$ cat config.mk
export PLATFORM = sky130hd
export DESIGN_NAME = reg_dump_uart_tx
export DESIGN_NICKNAME = d
export VERILOG_FILES = /design/src/rtl/reg_dump_uart_tx.sv
export SDC_FILE = /design/constraint.sdc
export NUM_CORES = 1
export LEC_CHECK = 0
export ABC_AREA = 0
export CAP_MARGIN = 40
export CORE_ASPECT_RATIO = 1.75
export CORE_MARGIN = 2
export CORE_UTILIZATION = 54
export DETAILED_ROUTE_END_ITERATION = 6
export PLACE_DENSITY = 0.79
export SYNTH_ARGS = -nofsm -noshare
export SYNTH_HDL_FRONTEND = slang
export SYNTH_SLANG_ARGS = --single-unit
$ cat constraint.sdc
create_clock -name clk -period 2.8 [get_ports clk]
set_clock_uncertainty 0.2 [all_clocks]
set_input_delay 0.42 -clock clk [delete_from_list [all_inputs] [get_ports clk]]
set_output_delay 0.42 -clock clk [all_outputs]
set_load 0.01 [all_outputs]
$ cat src/rtl/reg_dump_uart_tx.sv
// Register file dump over UART: walks indices 0..REG_NUM-1 and sends each
// 32-bit word as four 8N1 frames, most significant byte first.
module reg_dump_uart_tx #(
  parameter int REG_NUM     = 32,
  parameter int CLK_PER_BIT = 868,
  parameter int ADDR_W      = 5
) (
  input  logic              clk,
  input  logic              reset,
  input  logic              start,
  output logic [ADDR_W-1:0] rd_addr,
  input  logic [31:0]       rd_data,
  output logic              txd,
  output logic              busy,
  output logic              done
);

  localparam int BAUD_W = (CLK_PER_BIT > 1) ? $clog2(CLK_PER_BIT) : 1;

  typedef enum logic [1:0] {
    IDLE,
    LOAD,
    TX,
    DONE
  } state_t;

  state_t            state;
  logic [31:0]       word;
  logic [1:0]        byte_cnt;
  logic [3:0]        bit_cnt;
  logic [BAUD_W-1:0] baud_cnt;
  logic [7:0]        cur_byte;
  logic              next_bit;

  always_comb begin
    cur_byte = word[31:24];
    case (byte_cnt)
      2'd0: cur_byte = word[31:24];
      2'd1: cur_byte = word[23:16];
      2'd2: cur_byte = word[15:8];
      2'd3: cur_byte = word[7:0];
      default: cur_byte = word[31:24];
    endcase
  end

  // Value of the slot that follows the current one: bit_cnt 0..7 leads into
  // data bit bit_cnt, bit_cnt 8 leads into the stop bit.
  always_comb begin
    next_bit = 1'b1;
    if (bit_cnt < 4'd8) next_bit = cur_byte[bit_cnt[2:0]];
  end

  always_ff @(posedge clk or posedge reset) begin
    if (reset) begin
      state    <= IDLE;
      word     <= '0;
      byte_cnt <= '0;
      bit_cnt  <= '0;
      baud_cnt <= '0;
      rd_addr  <= '0;
      txd      <= 1'b1;
      busy     <= 1'b0;
      done     <= 1'b0;
    end else begin
      case (state)
        IDLE: begin
          txd     <= 1'b1;
          busy    <= 1'b0;
          done    <= 1'b0;
          rd_addr <= '0;
          if (start) begin
            state <= LOAD;
            busy  <= 1'b1;
          end
        end

        LOAD: begin
          word     <= rd_data;
          byte_cnt <= '0;
          bit_cnt  <= '0;
          baud_cnt <= '0;
          txd      <= 1'b0;
          state    <= TX;
        end

        TX: begin
          if (baud_cnt == BAUD_W'(CLK_PER_BIT - 1)) begin
            baud_cnt <= '0;
            if (bit_cnt == 4'd9) begin
              bit_cnt <= '0;
              if (byte_cnt == 2'd3) begin
                byte_cnt <= '0;
                txd      <= 1'b1;
                if (rd_addr == ADDR_W'(REG_NUM - 1)) begin
                  done  <= 1'b1;
                  state <= DONE;
                end else begin
                  rd_addr <= rd_addr + ADDR_W'(1);
                  state   <= LOAD;
                end
              end else begin
                byte_cnt <= byte_cnt + 2'd1;
                txd      <= 1'b0;
              end
            end else begin
              bit_cnt <= bit_cnt + 4'd1;
              txd     <= next_bit;
            end
          end else begin
            baud_cnt <= baud_cnt + BAUD_W'(1);
          end
        end

        DONE: begin
          done    <= 1'b0;
          busy    <= 1'b0;
          txd     <= 1'b1;
          rd_addr <= '0;
          state   <= IDLE;
        end

        default: begin
          state <= IDLE;
          txd   <= 1'b1;
          busy  <= 1'b0;
          done  <= 1'b0;
        end
      endcase
    end
  end

endmodule

==> impl_results.md, run 1 <==
* Critical path startpoint: baud_cnt[0]
* Number of distinct library cells after synthesis at 42
* Capture point of the worst reg-to-reg path: rd_addr[3]
* DRT antenna net count at 0
* Via Count at 2210
* Hold Fails Final Rpt at 0
* Cell Area, Synth at 0.00293 mm^2
* All-Layer GR Usage at approximately 22%
* Leakage at 1.53 nW
* Starting density of the core at 55.7%
* Seq/Total Area, Yosys at between 40% and 50%
* Maximum clock path buffer count at 2
* # resized after CTS at 0
* Maximum vdd ir drop at 0.000585 V
* Initial antenna violation count at 0
* Status: finished clean
* Synth Net Count at 325
* Synthesized flop and latch total at slightly below 60
* Drt pass-1 iters at 4
* Clock slew at reported path FFs at 60 ps
* Min Tclk post-route at 2540 ps
* Max FO, Critical Path at 10
* Pins Over Slew Limit at 0
* Drt wl/cell at 15.7 um
* Critical path class: flip-flop to flip-flop
* I/O pins at 43
* DRT Wirelength at 5.98 mm
* Share of cells above drive strength 1 at 16.2%
* Synth top cells by count: 57 x dfrtp_1, 28 x nand2_1, 27 x mux2_2
* TritonCTS clock tree: built
* # rows at 35
* Hold Buf Count CTS at 0
* Reg-to-reg slack, setup at 260 ps
* Clock insertion delay at the later pin of the skew report at 330 ps
* Crit share post-route at 90.7%
* ANT cells at 0
* Iter 0 DRT Violations at 69
* Yosys warnings at 0
* Chip width at 59.6 um
* Post-synth EDFFs at 0
* Post-synth top area cell: dfrtp_1
* Synth Flop Type: dfrtp_1
* Arrival time worst endpoint at 2600 ps
* Max-cap violations at 0
* RR Startpoint: baud_cnt[0]
* Final layout net count at around 370
* Die area at 0.00604 mm^2
* Cells on worst reg2reg path at 7
* Worst Path Required at 2870 ps
* Placed wire-length estimate at 4.48 mm
* Clock sinks at 58
* Count leader, synth: dfrtp_1
* Setup TNS Final at 0 ps
* Unrepaired setup endpoints after global routing: no
* Worst-Margin Slew at 510 ps
* Final std cells w/o fill at 382
* Worst Hold Class: input port to asynchronous set/reset pin
* Chip height at 101 um
* Multi-input logic area at around 0.0013 mm^2
* GR Overflow Total at 0
* Clk root buf: clkbuf_8
* Post-synth top area share at 48.8%
* Synth area leaders: dfrtp_1 49%, mux2_2 10%, ha_1 6.0%
* Largest net degree at the start of global routing at 29
* Placed cells at between 300 and 400
* # setup viols final at 0
* Share of flip-flops with an asynchronous set or reset at 100%
* Post CTS Setup Buffer Count at 0
* CP startpoint kind: flip-flop
* Area taken by flip-flops and latches at around 0.0015 mm^2
* Critical path destination: rd_addr[3]
* Mapped Cells at 276
* Crit end category: flip-flop
* Synthesis-to-layout area growth at 22.8%
* GP Congestion at 0.890
* First-pass GRT wire length at 10.1 mm
* Core area at 0.00526 mm^2
* Slew headroom at between 60% and 70%
* TritonCTS buffer count at 9
* Total Power at 3.43 mW
* Avg Cell Area, Syn at 10.6 um^2
* PortBufs at between 40 and 50
* PwrDens at about 950 mW/mm^2
* Max Clock Freq at 0.394 GHz
* Fillcell total at 417
* H-tree levels at 3
* Vias in the first global route at 2266
* Via density at 5.79
* Drt drc at 0
[how the worst min path moves through the flow]
stage               depth (start not counted)     start           to
finish                                      2     reset  baud_cnt[8]
global route                                2     reset  baud_cnt[9]
CTS                                         2     reset  baud_cnt[7]
detailed placement                          2      busy         busy
global placement                            2      busy         busy
floorplan                                   1  word[28]     word[28]
[cells by family (layout without fill, tap and decap cells)]
kind of cell / count (synthesis) / in the layout / synth area share, %
AO/OA/AOI/OAI: 66 / 66 / 15.0
XOR/XNOR: 5 / 5 / 1.50
adder cells (fa/ha/maj): 14 / 14 / 5.99
buffers and inverters: 32 / 83 / 4.23
flip-flops: 58 / 58 / 49.7
multiplexers: 29 / 29 / 11.1
AND/OR/NAND/NOR: 72 / 72 / 12.6
[layer usage]
layer | global-route usage (%) | part of all wire [%] | vias up
met2 | 38.4 | 54 | 47
met4 | 12.8 | 3.9 | 0
met3 | 4.09 | 2.6 | 22
met5 | 0 | 0 | -
li1 | - | - | 1079
met1 | 25.4 | 39 | 1062
[per-stage QoR]
step           hold WS (ps)  worst slack (ps)  area [um^2]  util, %
6_report                197               262         3590     68.3
5_1_grt                 247               111         3590     68.3
2_1_floorplan           280               487         2930        -
3_5_place_dp            277               290         3430     65.2
4_1_cts                 207               260         3590     68.3
3_3_place_gp            267               385         3430     65.2
[cell type report]
type | instances | area share, %
clock buffer | 13 | 4.15
clock inverter | 3 | 0.418
inverter | 17 | 1.78
multi-input combinational | 186 | 37.6
sequential | 58 | 40.5
tap | 55 | 1.92
timing repair buffer | 50 | 13.7
[layout by cell type (no fill, tap or decap), types with 2 or more instances in the layout]
master,n
ha_1,14
clkbuf_1,3
clkbuf_8,10
o21ai_0,24
a22o_1,2
nor2_1,12
nand3b_1,2
clkinv_2,3
nor3_1,3
mux2_2,27
o31ai_1,5
mux2i_1,2
xor2_1,2
and3_1,3
clkdlybuf4s50_1,42
o22ai_1,2
buf_4,7
xnor2_1,3
nand2b_1,3
a221oi_1,7
a22oi_1,9
nand3_1,8
nand4b_1,2
a21oi_1,9
inv_1,16
dfrtp_1,57
nand4_1,4
nand2_1,28
[flip-flops by register name (all words and copies together) (netlist names), 2 cells and up]
signal and count:
bit_cnt 4, word 32, baud_cnt 10, state 2, rd_addr 5, byte_cnt 2
[critical path, cell delays in order, from the launching register on]
cell and delay, ps:
dfrtp_1 400, ha_1 230, nand2b_1 110, o41ai_2 540
buf_4 250, nand3b_4 130, or4b_1 510, nand3_1 90
[where the power goes]
part | internal [mW] | leakage [nW] | switching (mW) | total, mW
combinational | 0.693 | 0.722 | 0.690 | 1.38
clock | 0.341 | 0.0872 | 0.308 | 0.649
sequential | 1.18 | 0.725 | 0.221 | 1.40
Note: power is estimated with default switching activity, not from simulation.
==> inputs of run 2 (changes only) <==
CORE_MARGIN = 1.5   (was 2)
PLACE_DENSITY = unset   (was 0.79)
PLACE_DENSITY_LB_ADDON = 0.12   (was unset)
==> impl_results.md, run 2 (synthesized netlist as in run 1, its figures left out) <==
* Clock insertion delay at the later pin of the skew report at 330 ps (about the same)
* Max-cap violations at 0 (unchanged)
* # setup viols final at 0 (unchanged)
* # resized after CTS at 0 (unchanged)
* Worst Hold Class: input port to asynchronous set/reset pin
* Core area at 0.00526 mm^2 (unchanged)
* Initial antenna violation count at 0 (unchanged)
* Min Tclk post-route at 2500 ps (-38.5 ps)
* DRT antenna net count at 0 (unchanged)
* Crit end category: flip-flop
* Final design utilization at 68.3% (unchanged)
* Slew headroom at 66.9% (+1.3 points)
* GP Congestion at 0.796 (-10%)
* Chip width at 58.6 um (-1.7%)
* Share of cells above drive strength 1 at 16.2% (unchanged)
* ANT cells at 0 (unchanged)
* Cells on worst reg2reg path at 7 (unchanged)
* Arrival time worst endpoint at 2560 ps (-40 ps)
* Max FO, Critical Path at 10 (unchanged)
* Worst Path Required at 2860 ps (about the same)
* TritonCTS clock tree: built
* Hold Buf Count CTS at 0 (unchanged)
* Final layout net count at 371 (unchanged)
* Area taken by flip-flops and latches at 0.00145 mm^2 (unchanged)
* Critical path class: flip-flop to flip-flop
* Post CTS Setup Buffer Count at 0 (unchanged)
* Setup ws final at 300 ps (+38.5 ps)
* Drt pass-1 iters at 4 (unchanged)
* Drt wl/cell at 15.5 um (-0.80%)
* Place WS at 325 ps (+34.7 ps)
* PwrDens at 952 mW/mm^2 (-0.29%)
* Commonest non-fill, non-tap cell in the layout: dfrtp_1
* Largest net degree at the start of global routing at 28 (-3.4%)
* Max FFs per register at 32 (unchanged)
* First-pass GRT wire length at 10.2 mm (+0.82%)
* Via density at 5.77 (-0.32%)
* Starting density of the core at 55.7% (unchanged)
* Unrepaired setup endpoints after global routing: no
* Setup TNS Final at 0 ps (unchanged)
* Max Clock Freq at 0.400 GHz (+1.5%)
* GR Overflow Total at 0 (unchanged)
* Maximum vdd ir drop at 0.000501 V (-14%)
* Via Count at 2203 (-0.32%)
* DRT Wirelength at 5.93 mm (-0.80%)
* Hold Fails Final Rpt at 0 (unchanged)
* I/O pins at 43 (unchanged)
* All-Layer GR Usage at 23.1% (+0.70 points)
* Placed wire-length estimate at 4.41 mm (-1.6%)
* H-tree levels at 3 (unchanged)
* TritonCTS buffer count at 9 (unchanged)
* Leakage at 1.53 nW (unchanged)
* Synthesis-to-layout area growth at 22.8% (unchanged)
* Chip height at 100 um (-0.99%)
* Clock sinks at 58 (unchanged)
* PortBufs at 42 (unchanged)
* Status: finished clean
* Worst-Margin Slew at 491 ps (-19.0 ps)
* Pins Over Slew Limit at 0 (unchanged)
* Most frequent cells in the layout: 57 x dfrtp_1, 42 x clkdlybuf4s50_1, 28 x nand2_1, 27 x mux2_2, 24 x o21ai_0
* Biggest register: word
* Crit share post-route at 89.3% (-1.4 points)
* Regs by FF count: word: 32 flops, baud_cnt: 10 flops, rd_addr: 5 flops
* Iter 0 DRT Violations at 84 (+22%)
* Vias in the first global route at 2282 (+0.71%)
* Clk root buf: clkbuf_8
* Multi-input logic area at 0.00135 mm^2 (unchanged)
* Clock slew at reported path FFs at 60 ps (about the same)
* CP startpoint kind: flip-flop
* Maximum clock path buffer count at 2 (unchanged)
* Drt drc at 0 (unchanged)
* Die area at 0.00588 mm^2 (-2.6%)
* # rows at 35 (unchanged)
* Fillcell total at 420 (+0.72%)
[run 2: final cells by class]
| class | instances | share of cell area, % |
|---|---|---|
| Sequential cell | 58 | 40.5 |
| Clock inverter | 3 | 0.418 |
| Multi-Input combinational cell | 186 | 37.6 |
| Tap cell | 55 | 1.92 |
| Clock buffer | 13 | 4.15 |
| Inverter | 17 | 1.78 |
| Timing Repair Buffer | 50 | 13.7 |
[run 2: report_power, final]
| part | switching, mW | internal [mW] |
|---|---|---|
| Clock | 0.306 | 0.341 |
| Sequential | 0.223 | 1.18 |
| Combinational | 0.680 | 0.692 |
| Total | 1.21 | 2.21 |
[run 2: path summary, 6_finish.rpt]
check,from,endpoint,slack (ps)
worst max-delay path,baud_cnt[0],rd_addr[3],300
max in group asynchronous,reset,txd,1640
worst min-delay path,reset,word[13],200
min in group clk,busy,busy,280
worst min register to register,busy,busy,280
worst max register to register,baud_cnt[0],rd_addr[3],300
[run 2: critical path: stages, from the launching register on]
cell and delay (ps):
dfrtp_1 410, ha_1 230, nand2b_1 120, o41ai_2 500
buf_4 240, nand3b_4 130, or4b_1 520, nand3_1 90
[run 2: through the flow]
step | hold slack (ps) | area [um^2] | total power [mW] | instances
after floorplan | 280 | 2930 | 2.37 | 276
after global placement | 263 | 3430 | 2.73 | 366
after detailed placement | 272 | 3430 | 2.79 | 366
after CTS | 193 | 3590 | 3.46 | 382
after global routing | 244 | 3590 | 3.69 | 382
final | 203 | 3590 | 3.42 | 382
[run 2: per-layer routing]
layer	GRT usage [%]	vias up	routed length (um)
li1	-	1081	-
met1	25.1	1063	2340
met2	40.6	43	3260
met3	4.90	16	156
met4	12.6	0	178
met5	0	-	0
==> inputs of run 3 (changes only) <==
CORE_UTILIZATION = 49   (was 54)
clock period = 2.1 ns   (was 2.8 ns; I/O delays follow)
==> impl_results.md, run 3 (synthesized netlist as in run 1, its figures left out) <==
* H-tree levels at 3 (unchanged)
* Setup ws final at -0.00755 ps (-300 ps)
* Clock slew at reported path FFs at 60 ps (about the same)
* DRT Wirelength at 6.34 mm (+6.8%)
* ANT cells at 0 (unchanged)
* First-pass GRT wire length at 10.7 mm (+5.1%)
* Maximum vdd ir drop at 0.000827 V (+65%)
* CP startpoint kind: flip-flop
* TritonCTS clock tree: built
* Iter 0 DRT Violations at 96 (+14%)
* All-Layer GR Usage at 22.3% (-0.84 points)
* Logic pwr share at 45.3% (+5.1 points)
* Synthesis-to-layout area growth at 34.9%
* Crit end category: flip-flop
* Drt drc at 0 (unchanged)
* DRT antenna net count at 0 (unchanged)
* Hold Buf Count CTS at 0 (unchanged)
* Starting density of the core at 50.2% (-5.5 points)
* Via Count at 2328 (+5.7%)
* Failing checks: setup timing
* Clock sinks at 58 (unchanged)
* Share of cells above drive strength 1 at 27.4% (+11 points)
* Final layout net count at 398 (+7.3%)
* Design area at 0.00395 mm^2 (+9.9%)
* Commonest non-fill, non-tap cell in the layout: dfrtp_1
* Reg power frac at 36.2% (-4.7 points)
* Min Tclk post-route at 2100 ps (-400 ps)
* Hold Fails Final Rpt at 0 (unchanged)
* Die area at 0.00646 mm^2 (+9.8%)
* I/O pins at 43 (unchanged)
* Vias in the first global route at 2400 (+5.2%)
* Unrepaired setup endpoints after global routing: yes
* Drt wl/cell at 14.7 um (-5.6%)
* Biggest register: word
* Core area at 0.00583 mm^2 (+11%)
* Max Clock Freq at 0.476 GHz (+19%)
* Dpl cell area at 0.00367 mm^2 (+7.2%)
* Worst Hold Class: input port to asynchronous set/reset pin
* Switching power share of the total at 34.2% (-1.2 points)
* Clock insertion delay at the later pin of the skew report at 330 ps (about the same)
* Via density at 5.39 (-6.6%)
* Placed wire-length estimate at 4.88 mm (+11%)
* Clk root buf: clkbuf_8
* Drt pass-1 iters at 4 (unchanged)
* Clock network fraction of total power at 18.5% (-0.4 points)
* Place WS at -59.0 ps (-384 ps)
* Fillcell total at 505 (+20%)
* Max FO, Critical Path at 6 (-4)
* Largest net degree at the start of global routing at 39 (+39%)
* Crit share post-route at 100% (+11 points)
* Pins Over Slew Limit at 0 (unchanged)
* Critical path class: flip-flop to flip-flop
* GR Overflow Total at 0 (unchanged)
* PortBufs at 42 (unchanged)
* TritonCTS buffer count at 9 (unchanged)
* Max-cap violations at 0 (unchanged)
* PwrDens at 1270 mW/mm^2 (+33%)
* Status: finished with violations
* Chip height at 105 um (+4.8%)
* # rows at 37 (+5.7%)
* Most frequent cells in the layout: 57 x dfrtp_1, 42 x clkdlybuf4s50_1, 33 x buf_4, 28 x nand2_1, 27 x mux2_2
* Leakage at 1.71 nW (+11%)
* Regs by FF count: word: 32 flops, baud_cnt: 10 flops, rd_addr: 5 flops
* Initial antenna violation count at 0 (unchanged)
* Slew headroom at 78.1% (+11 points)
* Max FFs per register at 32 (unchanged)
* Worst-Margin Slew at 326 ps (-166 ps)
* # setup viols final at 1 (+1)
* GP Congestion at 0.879 (+10%)
* Net Sw Power at 1.71 mW (+42%)
* Maximum clock path buffer count at 2 (unchanged)
* Power Internal at 3.29 mW (+49%)
* Worst Path Required at 2170 ps (-690 ps)
* Chip width at 61.4 um (+4.7%)
* Arrival time worst endpoint at 2170 ps (-390 ps)
run 3: cell types whose count changed in the layout (fill, tap and decap cells not counted), sizes merged:
| cell | before | now |
|---|---|---|
| buf | 8 | 35 |
| clkbuf | 13 | 14 |
| clkinv | 3 | 2 |
run 3: area by class of cell:
cell class | instances | area (um^2) | area share, %
clock inverter | 2 | 10.0 | 0.254
tap | 78 | 97.6 | 2.47
clock buffer | 14 | 173 | 4.38
inverter | 17 | 63.8 | 1.62
sequential | 58 | 1450 | 36.8
multi-input combinational | 186 | 1440 | 36.5
timing repair buffer | 77 | 708 | 17.9
run 3: metrics by stage:
step / power, mW / hold slack, ps / util [%] / cells / setup TNS, ps
6_report: 5.00 / 30.2 / 67.7 / 432 / -0.00755
3_3_place_gp: 3.95 / 264 / 63.0 / 415 / 0
3_5_place_dp: 4.01 / 275 / 63.0 / 415 / -80.5
2_1_floorplan: 3.16 / 236 / - / 276 / 0
4_1_cts: 4.98 / 31.4 / 66.7 / 431 / 0
5_1_grt: 5.37 / 48.2 / 67.7 / 432 / -224
run 3: repair_timing:
action | 4_1_cts | 5_1_grt
buffers inserted | 0 | 1
endpoints found under the hold margin | 0 | 0
gates resized for setup | 5 | 13
setup endpoints to repair | 3 | 10
pin swaps | 1 | 1
run 3: worst paths after layout:
| check | start | to | slack, ps | cells past startpoint |
|---|---|---|---|---|
| max in group asynchronous | reset | txd | 1130 | 3 |
| hold reg to reg | busy | busy | 290 | 2 |
| setup reg to reg | baud_cnt[7] | rd_addr[3] | -0.008 | 6 |
| hold / removal | reset | baud_cnt[8] | 30 | 2 |
| setup / recovery | baud_cnt[7] | rd_addr[3] | -0.008 | 6 |
| min in group clk | busy | busy | 290 | 2 |
run 3: per-layer routing:
layer  track usage (%)  wire, um
met2              38.8      3590
met3              4.42       154
met1              24.7      2400
met4              10.3       195
met5                 0         0
run 3: power groups by stage:
| stage | Combinational, mW | Sequential [mW] | Clock, mW |
|---|---|---|---|
| after floorplan | 1.37 | 1.80 | 0 |
| after global placement | 2.13 | 1.82 | 0 |
| after detailed placement | 2.18 | 1.83 | 0 |
| after CTS | 2.21 | 1.81 | 0.957 |
| after global routing | 2.50 | 1.87 | 1.00 |
| final | 2.26 | 1.81 | 0.927 |
run 3: critical path, stage by stage, from the launching register on:
cell and delay [ps]:
dfrtp_1 370, nand3b_1 250, o41ai_4 380, buf_4 210, nand3b_4 80, or4b_4 490
nand3_2 70
